[config.mk]
export PLATFORM = sky130hd
export DESIGN_NAME = uart_tx_arbiter
export DESIGN_NICKNAME = d
export VERILOG_FILES = /design/src/rtl/uart_pkg.sv /design/src/rtl/rr_pick_n.sv /design/src/rtl/uart_tx_arbiter.sv
export SDC_FILE = /design/constraint.sdc
export NUM_CORES = 1
export LEC_CHECK = 0
export CORE_UTILIZATION = 49
export DETAILED_ROUTE_END_ITERATION = 8
export PLACE_DENSITY = 0.95
export SETUP_SLACK_MARGIN = 0.4
export SLEW_MARGIN = 20
export SYNTH_ARGS = -nofsm -noshare
export SYNTH_HDL_FRONTEND = slang
export SYNTH_HIERARCHICAL = 1
export SYNTH_SLANG_ARGS = --single-unit
export TNS_END_PERCENT = 1
[constraint.sdc]
create_clock -name clk -period 4.6 [get_ports clk]
set_input_delay 0.92 -clock clk [delete_from_list [all_inputs] [get_ports clk]]
set_output_delay 0.92 -clock clk [all_outputs]
set_load 0.03 [all_outputs]
[src/rtl/uart_pkg.sv]
// uart_pkg: definitions shared by the UART transmit arbiter.
//   - arb_state_e : 2-bit FSM encoding (ARB_IDLE/ARB_LAUNCH/ARB_WAIT/ARB_HOLD)
//   - UART_DW     : serializer data width (8)
//   - rr_pick()   : round-robin search over up to RR_MAX request lines,
//                   returning the winning index and a found flag
package uart_pkg;

   localparam int UART_DW = 8;
   localparam int RR_MAX  = 8;

   typedef enum logic [1:0] {
      ARB_IDLE   = 2'd0,
      ARB_LAUNCH = 2'd1,
      ARB_WAIT   = 2'd2,
      ARB_HOLD   = 2'd3
   } arb_state_e;

   typedef struct packed {
      logic       found;
      logic [2:0] idx;
   } rr_res_t;

   // First set bit of valid at or after ptr, wrapping modulo n.
   // The loop runs from the farthest offset down so the nearest candidate
   // is written last and wins without needing an early exit.
   function automatic rr_res_t rr_pick(input logic [RR_MAX-1:0] valid,
                                       input logic [2:0]        ptr,
                                       input int                n);
      rr_res_t res;
      int      cand;
      res = '0;
      for (int k = RR_MAX - 1; k >= 0; k--) begin
         if (k < n) begin
            cand = (int'(ptr) + k) % n;
            if (valid[cand]) begin
               res.found = 1'b1;
               res.idx   = 3'(cand);
            end
         end
      end
      return res;
   endfunction

endpackage

[src/rtl/rr_pick_n.sv]
// rr_pick_n: combinational round-robin priority encoder.
//   valid : request lines, one per requester
//   ptr   : index with top priority this cycle
//   idx   : winning requester (meaningful only when found=1)
//   found : at least one request line is set
import uart_pkg::*;

module rr_pick_n #(
   parameter int N_REQ = 4
) (
   input  logic [N_REQ-1:0]         valid,
   input  logic [$clog2(N_REQ)-1:0] ptr,
   output logic [$clog2(N_REQ)-1:0] idx,
   output logic                     found
);

   localparam int IDW = $clog2(N_REQ);

   rr_res_t res;

   always_comb begin
      res   = rr_pick(RR_MAX'(valid), 3'(ptr), N_REQ);
      idx   = IDW'(res.idx);
      found = res.found;
   end

endmodule

[src/rtl/uart_tx_arbiter.sv]
// uart_tx_arbiter: shares one uart_tx serializer among N_REQ byte sources.
// Round-robin between messages; the winner keeps the serializer until it
// sends a byte marked last, or until it stays silent for HOLD_TO cycles.
//   clk, rst_n            : clock, asynchronous active-low reset
//   req_valid/data/last   : per-requester byte offer (data at [8i+7:8i])
//   req_ready             : one-hot accept, high only in the accept cycle
//   tx_start, tx_din      : to uart_tx start/din
//   tx_rdy                : from uart_tx, high when the serializer is idle
//   grant_id              : current or most recent owner
//   busy                  : FSM is outside IDLE
import uart_pkg::*;

module uart_tx_arbiter #(
   parameter int N_REQ   = 4,
   parameter int HOLD_TO = 1024
) (
   input  logic                       clk,
   input  logic                       rst_n,
   input  logic [N_REQ-1:0]           req_valid,
   input  logic [UART_DW*N_REQ-1:0]   req_data,
   input  logic [N_REQ-1:0]           req_last,
   output logic [N_REQ-1:0]           req_ready,
   output logic                       tx_start,
   output logic [UART_DW-1:0]         tx_din,
   input  logic                       tx_rdy,
   output logic [$clog2(N_REQ)-1:0]   grant_id,
   output logic                       busy
);

   localparam int IDW = $clog2(N_REQ);
   localparam int CW  = (HOLD_TO > 0) ? $clog2(HOLD_TO + 1) : 1;

   arb_state_e         state_q, state_d;
   logic [IDW-1:0]     ptr_q, ptr_d;
   logic [IDW-1:0]     grant_q, grant_d;
   logic [UART_DW-1:0] din_q, din_d;
   logic               last_q, last_d;
   logic [CW-1:0]      cnt_q, cnt_d;

   logic [IDW-1:0]     pick_idx;
   logic               pick_found;
   logic [IDW-1:0]     next_ptr;
   logic [IDW-1:0]     sel_idx;
   logic               take;

   rr_pick_n #(.N_REQ(N_REQ)) u_pick (
      .valid (req_valid),
      .ptr   (ptr_q),
      .idx   (pick_idx),
      .found (pick_found)
   );

   // Priority moves to the requester after the owner once it lets go.
   assign next_ptr = (grant_q == IDW'(N_REQ - 1)) ? '0 : grant_q + IDW'(1);

   always_comb begin
      state_d   = state_q;
      ptr_d     = ptr_q;
      grant_d   = grant_q;
      din_d     = din_q;
      last_d    = last_q;
      cnt_d     = '0;
      req_ready = '0;
      tx_start  = 1'b0;
      take      = 1'b0;
      sel_idx   = pick_idx;

      case (state_q)
         ARB_IDLE: begin
            take = tx_rdy & pick_found;
         end
         ARB_LAUNCH: begin
            // start is held until uart_tx acknowledges by dropping rdy
            if (tx_rdy) tx_start = 1'b1;
            else        state_d  = ARB_WAIT;
         end
         ARB_WAIT: begin
            if (tx_rdy) begin
               if (last_q) begin
                  ptr_d   = next_ptr;
                  state_d = ARB_IDLE;
               end else begin
                  state_d = ARB_HOLD;
               end
            end
         end
         ARB_HOLD: begin
            // Only the owner may continue; everyone else waits for IDLE.
            sel_idx = grant_q;
            if (tx_rdy && req_valid[grant_q]) begin
               take = 1'b1;
            end else if (HOLD_TO > 0 && cnt_q == CW'(HOLD_TO)) begin
               ptr_d   = next_ptr;
               state_d = ARB_IDLE;
            end else if (cnt_q != CW'(HOLD_TO)) begin
               cnt_d = cnt_q + CW'(1);
            end else begin
               cnt_d = cnt_q;
            end
         end
         default: state_d = ARB_IDLE;
      endcase

      if (take) begin
         req_ready[sel_idx] = 1'b1;
         din_d   = req_data[int'(sel_idx)*UART_DW +: UART_DW];
         last_d  = req_last[sel_idx];
         grant_d = sel_idx;
         state_d = ARB_LAUNCH;
      end
   end

   always_ff @(posedge clk or negedge rst_n) begin
      if (!rst_n) begin
         state_q <= ARB_IDLE;
         ptr_q   <= '0;
         grant_q <= '0;
         din_q   <= '0;
         last_q  <= 1'b0;
         cnt_q   <= '0;
      end else begin
         state_q <= state_d;
         ptr_q   <= ptr_d;
         grant_q <= grant_d;
         din_q   <= din_d;
         last_q  <= last_d;
         cnt_q   <= cnt_d;
      end
   end

   assign tx_din   = din_q;
   assign grant_id = grant_q;
   assign busy     = (state_q != ARB_IDLE);

endmodule

---- Yosys cells after proc, flatten, opt, wreduce, memory -nomap -nowiden ----
Index checks and enable logic that the tools add are counted.
word-level totals
  bits in registers ....................... 26
  input port bits ......................... 43
  output and inout port bits .............. 16
  word-level logic and storage cells ...... 93
operators by class
  $add $sub $neg .......................... 5
  magnitude comparators ................... 7
  equal/unequal tests ..................... 15
  shift-type cells ........................ 1
  muxes and demuxes ....................... 44
  bitwise operators ....................... 4
  reduce and logical (&&, ||, !) cells .... 11
operator list
  kind                                                         number
  2-to-1 mux 11 bit                                            4
  variable part select 32 x 6 -> 8 bit                         1
  2-to-1 mux 2 bit                                             12
  2-to-1 mux 4 bit                                             5
  less-than comparator 3 x 5 -> 1 bit (second input constant)  3
  2-to-1 mux 1 bit                                             13
  inequality test 3 bit (second input constant)                4
  adder 11 x 1 -> 11 bit (second input constant)               1
  equality test 11 bit (second input constant)                 1
  inequality test 11 bit (second input constant)               1
  AND reduction 5 bit                                          2
  binary-select mux 1 bit (select 3 bit)                       3
  inequality test 2 bit (second input constant)                4
  binary-select mux 1 bit (select 2 bit)                       3
  equality test 2 bit (second input constant)                  3
  less-than comparator 2 x 3 -> 1 bit (second input constant)  2
  one-hot mux 2 bit (3 select lines)                           1
  OR reduction 2 bit                                           3
  adder 2 x 1 -> 2 bit (second input constant)                 2
  adder 2 bit (second input constant)                          2
  less-than comparator 2 x 4 -> 1 bit (second input constant)  1
  inequality test 4 bit (second input constant)                1
  one-hot mux 2 bit (2 select lines)                           1
  nonzero test 2 bit                                           2
  9 further kinds                                              12

---- Longest topological paths before layout ----
  depth in word-level cells ............... 16
  depth in mapped cells ................... 9

---- Modules after synthesis ----
The synthesis kept the hierarchy.
by module, submodules not included
  module           times used  cells an instance  area an instance (um^2)  sequential area each (um^2)
  uart_tx_arbiter  1           206                1674.1                   650.6
  rr_pick_n        1           15                 81.3                     0.0

---- Worst setup path before layout ----
No wires, ideal clock.
  path type ............................... input to output
  from .................................... input port req_valid[1]
  to ...................................... output port req_ready[2]
  arrival time ............................ 2.403 ns
  data required time ...................... 3.680 ns
  path slack .............................. 1.277 ns
  stages .................................. 6
  buffers on the path ..................... 1
  path through ............................ nand2b_1 -> a21oi_1 -> a211oi_2 -> mux2_2 -> buf_2 -> nor3_1
between the ends
  word-level cells in the longest chain between the ends .. 13
  elaborated cells between the ends (all ways) .. 28
RTL lines
  element                                                                                                                  RTL line                source
  start, declared                                                                                                          uart_tx_arbiter.sv:19   input logic [N_REQ-1:0] req_valid,
  binary-select mux 1 bit (select 3 bit)                                                                                   uart_pkg.sv:35          if (valid[cand]) begin
  2-to-1 mux 1 bit (implied by the code) (2 in a row)                                                                      uart_pkg.sv:35
  2-to-1 mux 4 bit (3 in a row)                                                                                            uart_pkg.sv:35
  2-to-1 mux 4 bit *                                                                                                       uart_pkg.sv:35
  net pick_idx[0]                                                                                                          uart_tx_arbiter.sv:40   logic [IDW-1:0] pick_idx;
  2-to-1 mux 2 bit *                                                                                                       uart_tx_arbiter.sv:68   case (state_q)
  less-than comparator 2 x 3 -> 1 bit (implied by the code) or greater-or-equal comparator 2 x 1 -> 1 bit (tied branches)  uart_tx_arbiter.sv:105  req_ready[sel_idx] = 1'b1;
  logical AND 1 bit (implied by the code)                                                                                  uart_tx_arbiter.sv:105
  2-to-1 mux 1 bit (implied by the code)                                                                                   uart_tx_arbiter.sv:105
  demux 1 bit (select 2 bit) *                                                                                             uart_tx_arbiter.sv:105
  2-to-1 mux 4 bit *                                                                                                       uart_tx_arbiter.sv:104  if (take) begin
  end, declared                                                                                                            uart_tx_arbiter.sv:22   output logic [N_REQ-1:0] req_ready,
The timed path passes the listed nets; every way through them passes the cells marked *. The select of a mux whose other input is x is not followed.

---- Worst setup path after layout ----
Same ends and word-level chain as after synthesis.

==> results.txt <==
critical path arrival = 3.10 ns
post_cts resized = 0
pwr dens = 547 mW/mm²
WP data required = 3.68 ns
cell mode on critical path = clkdlybuf4s50_1
clk_lat worst skew = 0.30 ns
mux cell area share after synthesis = 7.20%
worst setup path start = req_valid[1]
die area = 0.00383 mm²
fraction of layout instances using a drive strength above 1 = 7.61%
crit-path cells = clkdlybuf4s50_1 -> nand2b_1 -> a21oi_1 -> a211oi_2 -> mux2_2 -> nor3_1 -> clkdlybuf4s50_1
max cap viols = 0
number of global-route vias before repair = 1,507
Cell Rows = 21
PortBufs = 58
crit end category = primary output
final setup vio count = 0
Clock Sinks = 26
Fmax achieved = 249 MHz
Final ANT Viol Nets = 0
n_diodes = 0
clock tree from TritonCTS = built
crit start category = input pin
r2r startpoint = state_q[1]
global route overflow = 0
drt pass-1 iters = 8
gate count of the mapped netlist = 221
Post-Synth XOR/XNOR Area = 4.49%
Fin. Hold Viols = 0
critical path's slowest cell = clkdlybuf4s50_1
Initial Utilization = 51.8%
Final min period = 4.02 ns
vias per cell = 5.18
Synth Area in Compound Gates = 10.8%
largest net degree at the start of global routing = 27
Post-Syn Area = 0.00176 mm²
total wire length = 3860 µm
post-CTS setup buffer count = 0
initial antenna violation count = 0
Leak = 1.08 nW
Num CTS Buffers = 3
post-place setup slack = 0.575 ns
hold_sp = tx_din[6]
DIE HEIGHT = 61.9 µm
worst slew pin tran = 0.566 ns
FF+latch count, synth = 26
post-route cell area = 0.00237 mm²
gpl congestion = 0.777
post-synthesis simple-gate area fraction = 29.2%
clock slew at reported path FFs = 0.13 ns
fin crit share = 87.3%
status = finished with violations
post-synthesis sequential area ratio = 37.1%
syn avg cell area = 7.94 µm²
YS warnings = 6
clock skew = 0.00105 ns
Crit Path Class = input pin to primary output
Worst path max stage delay = 0.73 ns
Post-layout nets = 328
Ports = 59
worst-path fanout max = 5
Max VDD drop = 0.236 mV
Post-CTS Hold Buffers = 0
clk buf depth = 2
Placeable Area = 0.00339 mm²
worst hold path type = flip-flop to flip-flop
HPWL reported at the end of detailed placement = 3080 µm
Global Route Usage Sum = 22.7%
RSZ-0062 raised after global routing = no
Chip Width = 61.9 µm
Placed Area = 0.00235 mm²
# DRC = 2
Wirelength per Cell = 12.0 µm
Distinct cells, synth = 32
failing checks = design-rule violations
adder-cell share of the synthesized area = 4.99%
vias post-DR = 1,667
Pins Over Slew Limit = 0
first-pass GRT wire length = 6310 µm
Rel. slew slack = 62.3%
Layout area overhead = 35.1%
Final TNS setup = 0 ns
post-synthesis net count = 271
main combinational cell family by area after synthesis = simple AND/OR/NAND/NOR gates
delay-heaviest family, CP = buffers and inverters
WP buf/inv = 2
Setup WS post-layout = 0.583 ns
root buf cell = clkbuf_4
Clock H-tree levels = 1
DRT iter0 DRCs = 69
-- logic make-up (layout without fill, tap and decap cells) --
kind of cell               count (synthesis)  count (layout)
DFF                                       26              26
and+or+nand+nor                          114             114
muxes                                     12              12
AOI/OAI and AO/OA                         31              31
adders and majority gates                  7               7
buffers and inverters                     22              77
xor gates and xnor gates                   9               9
-- cell usage in the layout (no fill, tap or decap), drive strengths merged, types with 2 or more instances in the layout --
cell type / netlist / routed
dfrtp: 26 / 26
mux2: 5 / 5
nand2b: 4 / 4
nand3: 16 / 16
inv: 12 / 12
nor4b: 2 / 2
buf: 9 / 7
clkbuf: 1 / 3
and3: 5 / 5
nor3b: 2 / 2
nor3: 3 / 3
clkdlybuf4s50: 0 / 55
o21ai: 22 / 22
ha: 7 / 7
xnor2: 5 / 5
a21oi: 4 / 4
mux2i: 7 / 7
xor2: 4 / 4
nand2: 61 / 61
nor2: 18 / 18
-- stage by stage --
| step | util [%] | cells | hold WS, ns | total power, W |
|---|---|---|---|---|
| after global routing | 70.0 | 322 | 0.519 | 0.00142 |
| final | 70.0 | 322 | 0.493 | 0.00130 |
| after detailed placement | 69.5 | 319 | 0.470 | 0.00122 |
| after CTS | 70.1 | 322 | 0.499 | 0.00131 |
| after global placement | 69.5 | 319 | 0.460 | 0.00119 |
| after floorplan | - | 221 | 0.474 | 0.000970 |
-- tightest hold or removal path: cells and delay by family, from the launching register on --
family | cells | cell delay [ns]
AO/OA/AOI/OAI | 1 | 0.06
flip-flops | 1 | 0.36
AND/OR/NAND/NOR | 1 | 0.05
-- final timing paths --
| check | endpoint | slack [ns] | cells past startpoint |
|---|---|---|---|
| max | req_ready[2] | 0.58 | 7 |
| min | tx_din[6] | 0.49 | 2 |
| max reg2reg | grant_id[0] | 2.53 | 7 |
| min reg2reg | tx_din[6] | 0.49 | 2 |
| max in group asynchronous | tx_din[0] | 3.64 | 1 |
| min in group asynchronous | cnt_q[2] | 0.59 | 1 |
-- cells in the mapped netlist --
cell type,count,share of area [%]
a31oi_4,1,1.2
inv_1,12,2.6
nor4b_1,2,1.0
a21oi_1,4,1.1
nand3_1,16,4.6
and2_1,1,0.36
mux2_2,5,3.2
buf_4,1,0.43
a211oi_2,1,0.71
dfrtp_1,26,37
nor3_1,3,0.86
nand2b_1,4,1.4
and3_2,1,0.43
a22o_1,1,0.50
o211ai_1,1,0.43
buf_6,2,1.3
o21ai_1,1,0.28
nand2_1,61,13
o21ai_0,20,5.7
o22ai_1,1,0.36
or3b_1,1,0.50
nor2b_1,1,0.36
buf_2,6,1.7
xnor2_1,5,2.5
mux2i_1,7,4.0
and3_1,4,1.4
nor3b_2,2,1.4
clkbuf_1,1,0.21
o21ai_2,1,0.50
ha_1,7,5.0
nor2_1,18,3.8
xor2_1,4,2.0
-- state kept, by name, indices dropped and copies added, names as in the netlist --
register	flops
tx_din	8
cnt_q	11
grant_id	2
last_q	1
state_q	2
ptr_q	2
-- per-layer routing --
metal,GRT usage (%),vias up,routed length (µm)
li1,-,841,-
met2,39.0,61,1960
met1,28.8,763,1620
met3,5.18,2,261
met5,0,-,0
met4,6.35,0,14
-- where the power goes --
group          internal, W  switching, W
Clock            0.0000306     0.0000603
Sequential        0.000300     0.0000674
Combinational     0.000359      0.000481
-- final cells by class --
| cell class | instances | area [µm²] |
|---|---|---|
| Tap cell | 46 | 57.6 |
| Fill cell | 253 | 1020 |
| Inverter | 12 | 45.0 |
| Timing Repair Buffer | 62 | 601 |
| Multi-Input combinational cell | 173 | 996 |
| Clock buffer | 3 | 22.5 |
| Sequential cell | 26 | 651 |
Power figures use the tool's default switching activity.
